[src/rtl/riscv_dmi_arbiter.sv]
// riscv_dmi_arbiter
//   Shares one Debug Module DMI port between two requesters (0 = JTAG DTM,
//   1 = system bus bridge), with exactly one transaction outstanding.
//   Flow: IDLE (grant/accept) -> REQ (drive DM) -> RESP (collect DM
//   response) -> DELIVER (hand response back to the owner).
//
// Optional feature: define RISCV_DMI_ARB_TIMEOUT_EN for a RESP watchdog.
//   After TIMEOUT_CYCLES RESP cycles without a DM response it delivers
//   data = 0, op = 2 (failed). In that build dm_resp_ready_o is also high in
//   IDLE and REQ so late DM responses are drained and dropped.
//
// Ports
//   clk_i, rstn_i                      clock, async active-low reset
//   req_valid_i/req_ready_o     [1:0]  per-requester request handshake
//   req_addr_i/data_i/op_i      [1:0]  per-requester request payload
//   resp_valid_o/resp_ready_i   [1:0]  per-requester response handshake
//   resp_data_o/resp_op_o              shared response payload
//   dm_req_*                           DM-side request channel
//   dm_resp_*                          DM-side response channel
module riscv_dmi_arbiter #(
  parameter int TIMEOUT_CYCLES = 1024,
  parameter int DMI_ADDR_WIDTH = 7,
  parameter int DMI_DATA_WIDTH = 32,
  parameter int DMI_OP_WIDTH   = 2
) (
  input  logic                           clk_i,
  input  logic                           rstn_i,
  input  logic [1:0]                     req_valid_i,
  output logic [1:0]                     req_ready_o,
  input  logic [1:0][DMI_ADDR_WIDTH-1:0] req_addr_i,
  input  logic [1:0][DMI_DATA_WIDTH-1:0] req_data_i,
  input  logic [1:0][DMI_OP_WIDTH-1:0]   req_op_i,
  output logic [1:0]                     resp_valid_o,
  input  logic [1:0]                     resp_ready_i,
  output logic [DMI_DATA_WIDTH-1:0]      resp_data_o,
  output logic [DMI_OP_WIDTH-1:0]        resp_op_o,
  output logic                           dm_req_valid_o,
  input  logic                           dm_req_ready_i,
  output logic [DMI_ADDR_WIDTH-1:0]      dm_req_addr_o,
  output logic [DMI_DATA_WIDTH-1:0]      dm_req_data_o,
  output logic [DMI_OP_WIDTH-1:0]        dm_req_op_o,
  input  logic                           dm_resp_valid_i,
  output logic                           dm_resp_ready_o,
  input  logic [DMI_DATA_WIDTH-1:0]      dm_resp_data_i,
  input  logic [DMI_OP_WIDTH-1:0]        dm_resp_op_i
);

  if (TIMEOUT_CYCLES < 2) begin : g_param_check
    $error("riscv_dmi_arbiter: TIMEOUT_CYCLES must be >= 2");
  end

  typedef enum logic [1:0] {S_IDLE, S_REQ, S_RESP, S_DELIVER} state_e;

  state_e                    r_state, w_next;
  logic                      r_ptr, r_owner;
  logic [DMI_ADDR_WIDTH-1:0] r_addr;
  logic [DMI_DATA_WIDTH-1:0] r_data, r_rdata;
  logic [DMI_OP_WIDTH-1:0]   r_op, r_rop;
  logic                      w_grant, w_accept, w_timeout;

  // Round-robin pointer only matters on contention; a lone requester wins.
  // Reset gates acceptance so req_ready_o stays low while rstn_i is low.
  assign w_grant  = (&req_valid_i) ? r_ptr : req_valid_i[1];
  assign w_accept = (r_state == S_IDLE) && (|req_valid_i) && rstn_i;

`ifdef RISCV_DMI_ARB_TIMEOUT_EN
  localparam int CNT_W = $clog2(TIMEOUT_CYCLES);
  localparam logic [DMI_OP_WIDTH-1:0] RD_OP_FAILED = DMI_OP_WIDTH'(2);
  logic [CNT_W-1:0] r_cnt;

  // Counter holds the number of RESP cycles already spent; firing at
  // TIMEOUT_CYCLES-1 ends RESP after exactly TIMEOUT_CYCLES cycles.
  assign w_timeout = (r_state == S_RESP) && (r_cnt == CNT_W'(TIMEOUT_CYCLES - 1));

  always_ff @(posedge clk_i or negedge rstn_i) begin
    if (!rstn_i)                                  r_cnt <= '0;
    else if (r_state == S_REQ && dm_req_ready_i)  r_cnt <= '0;
    else if (r_state == S_RESP)                   r_cnt <= r_cnt + CNT_W'(1);
  end
`else
  assign w_timeout = 1'b0;
`endif

  always_comb begin
    w_next          = r_state;
    req_ready_o     = '0;
    dm_req_valid_o  = 1'b0;
    dm_resp_ready_o = 1'b0;
    resp_valid_o    = '0;
    case (r_state)
      S_IDLE: begin
        if (w_accept) begin
          req_ready_o[w_grant] = 1'b1;
          w_next               = S_REQ;
        end
`ifdef RISCV_DMI_ARB_TIMEOUT_EN
        dm_resp_ready_o = rstn_i;  // drain stale responses
`endif
      end
      S_REQ: begin
        dm_req_valid_o = 1'b1;
        if (dm_req_ready_i) w_next = S_RESP;
`ifdef RISCV_DMI_ARB_TIMEOUT_EN
        dm_resp_ready_o = 1'b1;
`endif
      end
      S_RESP: begin
        dm_resp_ready_o = 1'b1;
        if (dm_resp_valid_i || w_timeout) w_next = S_DELIVER;
      end
      S_DELIVER: begin
        resp_valid_o[r_owner] = 1'b1;
        if (resp_ready_i[r_owner]) w_next = S_IDLE;
      end
      default: w_next = S_IDLE;
    endcase
  end

  always_ff @(posedge clk_i or negedge rstn_i) begin
    if (!rstn_i) begin
      r_state <= S_IDLE;
      r_ptr   <= 1'b0;
      r_owner <= 1'b0;
      r_addr  <= '0;
      r_data  <= '0;
      r_op    <= '0;
      r_rdata <= '0;
      r_rop   <= '0;
    end else begin
      r_state <= w_next;
      if (w_accept) begin
        r_owner <= w_grant;
        r_addr  <= req_addr_i[w_grant];
        r_data  <= req_data_i[w_grant];
        r_op    <= req_op_i[w_grant];
      end
      // A real response wins over a coincident timeout.
      if (r_state == S_RESP) begin
        if (dm_resp_valid_i) begin
          r_rdata <= dm_resp_data_i;
          r_rop   <= dm_resp_op_i;
        end else if (w_timeout) begin
          r_rdata <= '0;
`ifdef RISCV_DMI_ARB_TIMEOUT_EN
          r_rop   <= RD_OP_FAILED;
`endif
        end
      end
      if (r_state == S_DELIVER && resp_ready_i[r_owner]) r_ptr <= ~r_owner;
    end
  end

  assign dm_req_addr_o = r_addr;
  assign dm_req_data_o = r_data;
  assign dm_req_op_o   = r_op;
  assign resp_data_o   = r_rdata;
  assign resp_op_o     = r_rop;

endmodule

[config.mk]
export PLATFORM = sky130hd
export DESIGN_NAME = riscv_dmi_arbiter
export DESIGN_NICKNAME = d
export VERILOG_FILES = /design/src/rtl/riscv_dmi_arbiter.sv
export SDC_FILE = /design/constraint.sdc
export NUM_CORES = 1
export LEC_CHECK = 0
export ABC_AREA = 0
export CORE_MARGIN = 8
export CORE_UTILIZATION = 39
export CTS_CLUSTER_DIAMETER = 40
export DETAILED_ROUTE_END_ITERATION = 16
export PLACE_DENSITY = 0.85
export SETUP_SLACK_MARGIN = 0.4
export SYNTH_ARGS = -nofsm -noshare
export SYNTH_HDL_FRONTEND = slang
export SYNTH_SLANG_ARGS = --single-unit
[constraint.sdc]
create_clock -name clk_i -period 2.5 [get_ports clk_i]
set_input_delay 0.5 -clock clk_i [delete_from_list [all_inputs] [get_ports clk_i]]
set_output_delay 0.5 -clock clk_i [all_outputs]
set_load 0.02 [all_outputs]
# Yosys cells after proc, flatten, opt, wreduce, memory -nomap -nowiden
# Cells that the tools add are included.
classes:
  n_lt_le_gt_ge: 4
  muxes: 23
  n_eq_ne: 7
  reduce_logical: 10
  bitwise_logic: 1
  add_sub_neg: 0
  n_shift: 0
  div: 0
  n_mul: 0
ops:
  columns: ["cell", "n"]
  rows:
  - ["two-way mux 32 bit", 2]
  - ["two-way mux 2 bit", 9]
  - ["two-way mux 7 bit", 2]
  - ["inequality test 2 bit, second input constant", 4]
  - ["one-hot mux 2 bit (4 select lines)", 1]
  - ["two-way mux 1 bit", 7]
  - ["logical AND 1 bit", 5]
  - ["equality test 2 bit, second input constant", 2]
  - ["less-than comparator 1 x 2 -> 1 bit, second input constant", 2]
  - ["AND reduction 2 bit", 2]
  - ["AND reduction 4 bit", 1]
  - ["demux 1 bit (select 1 bit)", 2]
  - ["equality test 2 x 1 -> 1 bit, second input constant", 1]
  - ["greater-or-equal comparator 1 bit, second input constant", 2]
  - ["logical NOT 2 bit", 1]
  - ["OR reduction 2 bit", 1]
  - ["NOT 1 bit", 1]
word_totals:
  memories: 0
  mem_bits_rw: 0
  output_inout_bits: 81
  mem_bits_ro: 0
  latch_bits: 0
  register_bits: 79
  in_bits: 124

# Depth between registers and ports, before layout
# Gate-level depths: netlist of the first run.
logic_depth:
  depth_word: 8
  depth_mapped: 7

# Worst setup path after synthesis of the first run
# No wires, ideal clock.
synth_timing:
  kind: "reg-to-output"
  startpoint: "register r_state[0]"
  endpoint: "output port req_ready_o[1]"
  n_path_buf: 1
  arrival_time_ns: 1.308
  setup_slack_ns: 0.692
  required_time_ns: 2.000
  stages_incl_launch_ff: 6
  cell_sequence: "dfrtp_1 > inv_1 > ha_1 > nand3_1 > a21oi_1 > buf_2"
synth_via:
  elab_chain_len: 5
synth_rtl:
  columns: ["element", "line_no", "source"]
  rows:
  - ["from (decl)", "54", "state_e r_state, w_next;"]
  - ["from (signal assigned)", "130", "r_state <= w_next;"]
  - ["logical NOT 2 bit (*)", "64, 90", null]
  - ["logical AND 1 bit (2 in a row)", "64", "assign w_accept = (r_state == S_IDLE) && (|req_valid_i) && rstn_i;"]
  - ["two-way mux 2 bit", "92", "if (w_accept) begin"]
  - ["two-way mux 2 bit (*)", "90", "case (r_state)"]
  - ["to (decl)", "29", "output logic [1:0] req_ready_o,"]
# Mark *: on every way between the ends. The rest lies on a longest branch, timed or not.

# Worst setup path after layout of the first run
layout_timing:
  startpoint: "register r_state[0]"
  endpoint: "output port resp_valid_o[0]"
layout_via:
  elab_chain_len: 2
layout_rtl:
  columns: ["element", "line_no", "source"]
  rows:
  - ["equality test 2 bit", "90", null]
  - ["two-way mux 2 bit", "90", null]
  - ["to (decl)", "33", "output logic [1:0] resp_valid_o,"]
# No other way between the ends.

==> summary.txt, run 1 <==
STA
  • Final Max Tran Viols: 0
  • Fin. Hold Viols: 0
  • Tmin final: 2.03 ns
  • Fmax: 493 MHz
  • RSZ-0062 raised after global routing: true
  • Fin crit share: between 80% and 90%
  • Final TNS setup: 0 ns
  • Setup violators final: 0
  • Slew @ Worst Pin: ~0.52 ns
  • Worst Skew: 0.0112 ns
  • Rel. slew slack: about two thirds

Layout
  • Share of layout cells above drive strength 1: a little under a tenth
  • Synth-to-layout area growth: 75.3%
  • Nets: 576
  • Post-Layout Cell Count: 558
  • Ant. Diodes: 0

Global route
  • Vias in the first global route: 3106
  • Initial antenna violation count: 0
  • First-pass GRT wire length: 16800 um
  • Total grt overflow: 0
  • Largest net degree at the start of global routing: 43
  • Overall Global Routing Usage: 18.6%

Worst setup path
  • Crit. End Element: output port
  • Delay-heaviest family, CP: flip-flops
  • Arrival time at the worst endpoint: 1.53 ns
  • Max incr delay on CP: 0.43 ns
  • Slowest-stage cell, CP: dfrtp_1
  • Critical setup path kind: register to output port
  • CP Buf/Inv Count: 1
  • Crit path cell chain: ha_2 -> and2b_2 -> dlygate4sd2_1
  • Critical path depth: 3
  • Crit Path Max Fanout: 5
  • Critical Path RT: 2.00 ns
  • Worst r2r path cells: 7
  • Worst setup SP type: register

Detailed routing
  • Routed wire length: 10800 um
  • Routed WL per cell: between 15 and 20 um
  • Via Count: roughly 2900
  • # DRC: 0
  • DR pass1 iterations: 8
  • Vias per inst: just over 5
  • Initial DRC Count: ~240
  • Final ANT Viol Nets: 0

Clock tree
  • CTS HTree Levels: 3
  • Clock tree root driver cell: clkbuf_8
  • CTS Buffer Depth: 2
  • Clk_lat worst skew: 0.34 ns
  • Hold buffers post-CTS: 0
  • Total CTS buffers: 9
  • Clock Sinks: about 80
  • Reg clk slew, reported paths: 0.09 ns
  • CTS tree: done

Power
  • Leak: 2.60 nW
  • Psw: roughly 2.5 mW
  • Flop pwr share: 33.8%
  • Peak supply drop: 886 uV
  • Sw frac: between 30% and 40%
  • Internal power: 4.11 mW
  • Pwr Density: 1180 nW/um^2
  • Clock share of power: 15.2%
  • Comb pwr share: 51.0%

Yosys
  • Leading area contributor after synthesis: dfrtp_1
  • Yosys top cell area share: 61.9%
  • Post-synth top cells: dfrtp_1, inv_1, a222oi_1
  • Mean Syn Cell Area: 13.3 um^2
  • Async SR Flop Fraction: 100%
  • Mapped cell area: 3200 um^2
  • Cell variety after synth: 21
  • Cells after Synth: 240
  • Ys Warns: 0
  • EDFF count, synth: 0
  • Synth area leaders: dfrtp_1, a222oi_1, mux2_1
  • Sequential element share of the synthesized area: 61.9%
  • Top-count cell post-synth: dfrtp_1
  • Main synth FF type: dfrtp_1
  • Yosys reg bits: between 70 and 80
  • Syn nets: 368

Floorplanning
  • Die width: 107 um
  • I/O pins: 205
  • Die height: 107 um
  • Effective utilization at floorplan: around two fifths
  • Core ar.: a little over 8000 um^2
  • Die area: 11300 um^2
  • Row cnt: 33

Min path
  • Hold Crit Class: input pin to async pin

Place
  • Port Buffers: 204
  • # placed instances: 542
  • Post-DP HPWL: 8460 um
  • Routability cong.: about 0.72

Run status
  • Status: completed

Job
  • Maxcap violations: 0
## power groups by stage
stage / clock [mW] / sequential [mW] / combinational, mW
finish: 1.01 / 2.23 / 3.37
floorplan: 0 / 2.93 / 0.927
detailed placement: 0 / 2.26 / 3.41
global placement: 0 / 2.21 / 3.33
global route: 1.09 / 2.31 / 3.61
CTS: 1.03 / 2.23 / 3.41
## logic make-up after synthesis
logic type      after synthesis  synth area share, %
compound gates               49                 14.7
mux                          36                 12.6
flops                        79                 61.9
simple gates                 10                 1.53
buf+inv                      62                 7.71
fa+ha+maj                     4                 1.57
## routing by layer
layer | track usage [%] | vias to the layer above | share of wire (%) | routed length [um]
li1 | - | 1309 | - | -
met1 | 20.8 | 1408 | 37 | 4000
met2 | 30.7 | 148 | 50 | 5370
met3 | 8.47 | 16 | 11 | 1230
met4 | 6.43 | 0 | 1.7 | 182
met5 | 0 | - | 0 | 0
## worst paths after layout
kind	slack, ns	start	end
min reg2reg	0.49	dm_req_data_o[16]	dm_req_data_o[16]
max in group asynchronous	1.88	rstn_i	dm_req_data_o[11]
max	0.47	r_state[0]	resp_valid_o[0]
max reg2reg	0.72	r_state[0]	dm_req_data_o[6]
min in group clk_i	0.49	dm_req_data_o[16]	dm_req_data_o[16]
min	0.24	rstn_i	dm_req_data_o[4]
## state kept, by name, summed over array words and instances, names as in the netlist
register,flops
dm_req_addr_o,7
dm_req_data_o,32
dm_req_op_o,2
r_owner,1
r_ptr,1
r_state,2
resp_data_o,32
resp_op_o,2
## per-stage QoR
step	hold slack, ns	cell area (um^2)	setup slack [ns]	power (mW)	utilization, %
final	0.236	5600	0.471	6.60	69.2
after global routing	0.277	5600	0.386	7.00	69.2
after CTS	0.245	5600	0.280	6.68	69.1
after detailed placement	0.476	5380	0.107	5.67	66.5
after global placement	0.470	5380	0.110	5.54	66.5
after floorplan	0.204	3200	0.692	3.86	-
## cell usage in the layout (no fill, tap or decap)
cell type / synthesis / final
ha_1: 4 / 2
mux2_2: 4 / 4
o21ai_0: 1 / 1
mux2i_1: 1 / 1
clkinvlp_4: 0 / 1
a222oi_1: 42 / 42
nand3_1: 2 / 2
ha_2: 0 / 1
dfrtp_1: 79 / 79
bufinv_16: 0 / 1
and2b_2: 1 / 1
dlygate4sd2_1: 0 / 4
buf_4: 0 / 10
ha_4: 0 / 1
nor2_1: 1 / 1
a21oi_4: 0 / 2
clkbuf_8: 0 / 11
buf_2: 11 / 1
clkinv_4: 0 / 1
nand2_1: 5 / 5
a21oi_1: 3 / 2
inv_6: 0 / 2
mux2_1: 31 / 31
inv_1: 45 / 43
inv_2: 1 / 3
a22oi_1: 1 / 1
and2_2: 1 / 1
clkdlybuf4s50_1: 0 / 197
o211ai_4: 0 / 1
clkinv_1: 1 / 1
## final cells by class
class / instances / area, um^2
Clock buffer: 11 / 151
Timing Repair Buffer: 212 / 2090
Multi-Input combinational cell: 99 / 1010
Fill cell: 615 / 2490
Inverter: 47 / 176
Sequential cell: 79 / 1980
Clock inverter: 5 / 63.8
Tap cell: 105 / 131
## repair_timing
item                                   CTS  global route
gates resized for setup                 13             5
endpoints found under the hold margin    0             0
setup buffers                            0             0
setup endpoints to repair                6             2
pin swaps                                0             0
gates cloned                             0             0
Power figures use the tool's default switching activity.
==> inputs of run 2 (changes only) <==
--- a/config.mk
+++ b/config.mk
@@ -7,10 +7,10 @@
 export LEC_CHECK = 0
 export ABC_AREA = 0
 export CORE_MARGIN = 8
-export CORE_UTILIZATION = 39
+export CORE_UTILIZATION = 33
 export CTS_CLUSTER_DIAMETER = 40
 export DETAILED_ROUTE_END_ITERATION = 16
-export PLACE_DENSITY = 0.85
+export PLACE_DENSITY = 0.77
 export SETUP_SLACK_MARGIN = 0.4
 export SYNTH_ARGS = -nofsm -noshare
 export SYNTH_HDL_FRONTEND = slang
==> constraint.sdc (replaced) <==
create_clock -name clk_i -period 1.7 [get_ports clk_i]
set_input_delay 0.34 -clock clk_i [delete_from_list [all_inputs] [get_ports clk_i]]
set_output_delay 0.34 -clock clk_i [all_outputs]
set_load 0.02 [all_outputs]
==> summary.txt, run 2 (synthesized netlist as in run 1, its figures left out) <==
Run status
  • Status: complete, but fails checks
  • Failing checks: negative setup slack

Layout
  • Post-Layout Cell Count: 616
  • Share of layout cells above drive strength 1: roughly 34%
  • Fillers: 823
  • Storage element area: just under 2000 um^2
  • Commonest cells after routing, fill and taps aside: clkdlybuf4s50_1, dfrtp_1, buf_2
  • Multi-input logic area: 1140 um^2
  • Nets: ~600
  • Synth-to-layout area growth: 81.1%
  • Ant. Diodes: 0
  • Post-route cell area: 5790 um^2
  • Commonest non-fill, non-tap cell in the layout: clkdlybuf4s50_1

Detailed routing
  • Vias per inst: 4.94
  • DR pass1 iterations: 8
  • # DRC: 0
  • Initial DRC Count: 294
  • Routed wire length: 11700 um
  • Via Count: about 3000
  • Final ANT Viol Nets: 0
  • Routed WL per cell: 19.1 um

Worst setup path
  • Max incr delay on CP: 0.41 ns
  • Worst setup SP type: register
  • Delay-heaviest family, CP: flip-flops
  • Arrival time at the worst endpoint: 1.41 ns
  • Crit. End Element: output port
  • Slowest-stage cell, CP: dfrtp_1
  • Critical setup path kind: register to output port
  • Crit Path Max Fanout: 3
  • Critical Path RT: roughly 1.4 ns
  • R2R Setup Slk: -0.03 ns
  • CP Buf/Inv Count: 2
  • Crit path cell chain: inv_2 -> ha_4 -> nand3_4 -> a21oi_4 -> buf_6

Clock tree
  • Clock Sinks: slightly below 80
  • Total CTS buffers: 9
  • CTS Buffer Depth: 2
  • Clock tree root driver cell: clkbuf_8
  • CTS tree: done
  • Hold buffers post-CTS: 0
  • Reg clk slew, reported paths: 0.08 ns
  • Clk_lat worst skew: 0.34 ns
  • CTS HTree Levels: 3

STA
  • WHS: between 0.07 and 0.08 ns
  • Fin crit share: 103%
  • Rel. slew slack: 60.4%
  • RSZ-0062 raised after global routing: true
  • Tmin final: 1.75 ns
  • Worst setup margin: -0.0525 ns
  • Fin. Hold Viols: 0
  • Setup violators final: 3
  • Slew @ Worst Pin: 0.595 ns
  • Worst Skew: between 0.008 and 0.009 ns
  • Final Max Tran Viols: 0
  • Fmax: around 570 MHz

Floorplanning
  • I/O pins: 205
  • Die height: 114 um
  • Die width: 114 um
  • Die area: 13100 um^2
  • Effective utilization at floorplan: 33.3%
  • Core ar.: around 9600 um^2
  • Row cnt: 36

Power
  • Power Total: 9.69 mW
  • Sw frac: 40.3%
  • Flop pwr share: roughly a third
  • Clock share of power: between 10 and 15%
  • Leak: 2.90 nW
  • Comb pwr share: 54.1%
  • Peak supply drop: 869 uV
  • Internal power: 5.79 mW
  • Pwr Density: 1670 nW/um^2
  • Psw: 3.91 mW

Place
  • Port Buffers: between 200 and 250
  • # placed instances: 581
  • Post-DP HPWL: 8490 um
  • Setup WS pre-CTS: -0.449 ns
  • Routability cong.: 0.788
  • Placed Area: about 5500 um^2

Global route
  • First-pass GRT wire length: 18100 um
  • Initial antenna violation count: 0
  • Total grt overflow: 0
  • Overall Global Routing Usage: 17.8%
  • Largest net degree at the start of global routing: 49
  • Vias in the first global route: about 3400

Min path
  • Hold Crit Class: input pin to async pin

Job
  • Maxcap violations: 0
## run 2: changes by cell type in the layout (fill, tap and decap cells not counted), sizes merged
cell	change
inv	-2
bufinv	-1
clkinv	+2
buf	+108
clkinvlp	+2
clkdlybuf4s50	-75
dlygate4sd2	-4
## run 2: repair_timing
| item | 4_1_cts | 5_1_grt |
|---|---|---|
| cloned | 5 | 0 |
| buffers inserted | 5 | 9 |
| gates resized for setup | 366 | 11 |
| setup endpoints to repair | 159 | 84 |
| pin swaps | 4 | 5 |
## run 2: cell type report
class | instances | share of cell area [%]
Clock inverter | 6 | 0.649
Sequential cell | 79 | 34.2
Clock buffer | 10 | 2.20
Tap cell | 133 | 2.88
Multi-Input combinational cell | 99 | 19.7
Inverter | 47 | 3.05
Timing Repair Buffer | 242 | 37.4
## run 2: through the flow
stage | utilization [%] | setup TNS [ns]
after floorplan | - | 0
after global placement | 57.8 | -8.96
after detailed placement | 57.8 | -11.50
after CTS | 58.9 | -0.195
after global routing | 60.3 | -1.84
final | 60.3 | -0.112
## run 2: final timing paths
check | startpoint | endpoint | cells after the start
max | r_state[1] | req_ready_o[0] | 5
min | rstn_i | r_ptr | 2
max reg2reg | r_state[0] | r_state[1] | 7
min reg2reg | dm_req_addr_o[3] | dm_req_addr_o[3] | 2
max in group asynchronous | rstn_i | dm_req_data_o[24] | 3
min in group clk_i | dm_req_addr_o[3] | dm_req_addr_o[3] | 2
## run 2: power by group through the flow
stage | Sequential (mW) | Combinational (mW) | Clock, mW
after CTS | 3.26 | 5.08 | 1.25
after global routing | 3.37 | 5.65 | 1.33
after floorplan | 4.32 | 1.43 | 0
final | 3.26 | 5.25 | 1.19
after detailed placement | 3.31 | 5.21 | 0
after global placement | 3.24 | 5.12 | 0
## run 2: layer usage
layer  part of all wire, %  global-route usage, %  up-vias
met5                     0                      0        -
met4                   1.4                   5.68        0
met3                    12                   8.02       14
met2                    50                   31.0      167
met1                    36                   18.6     1500
li1                      -                      -     1364
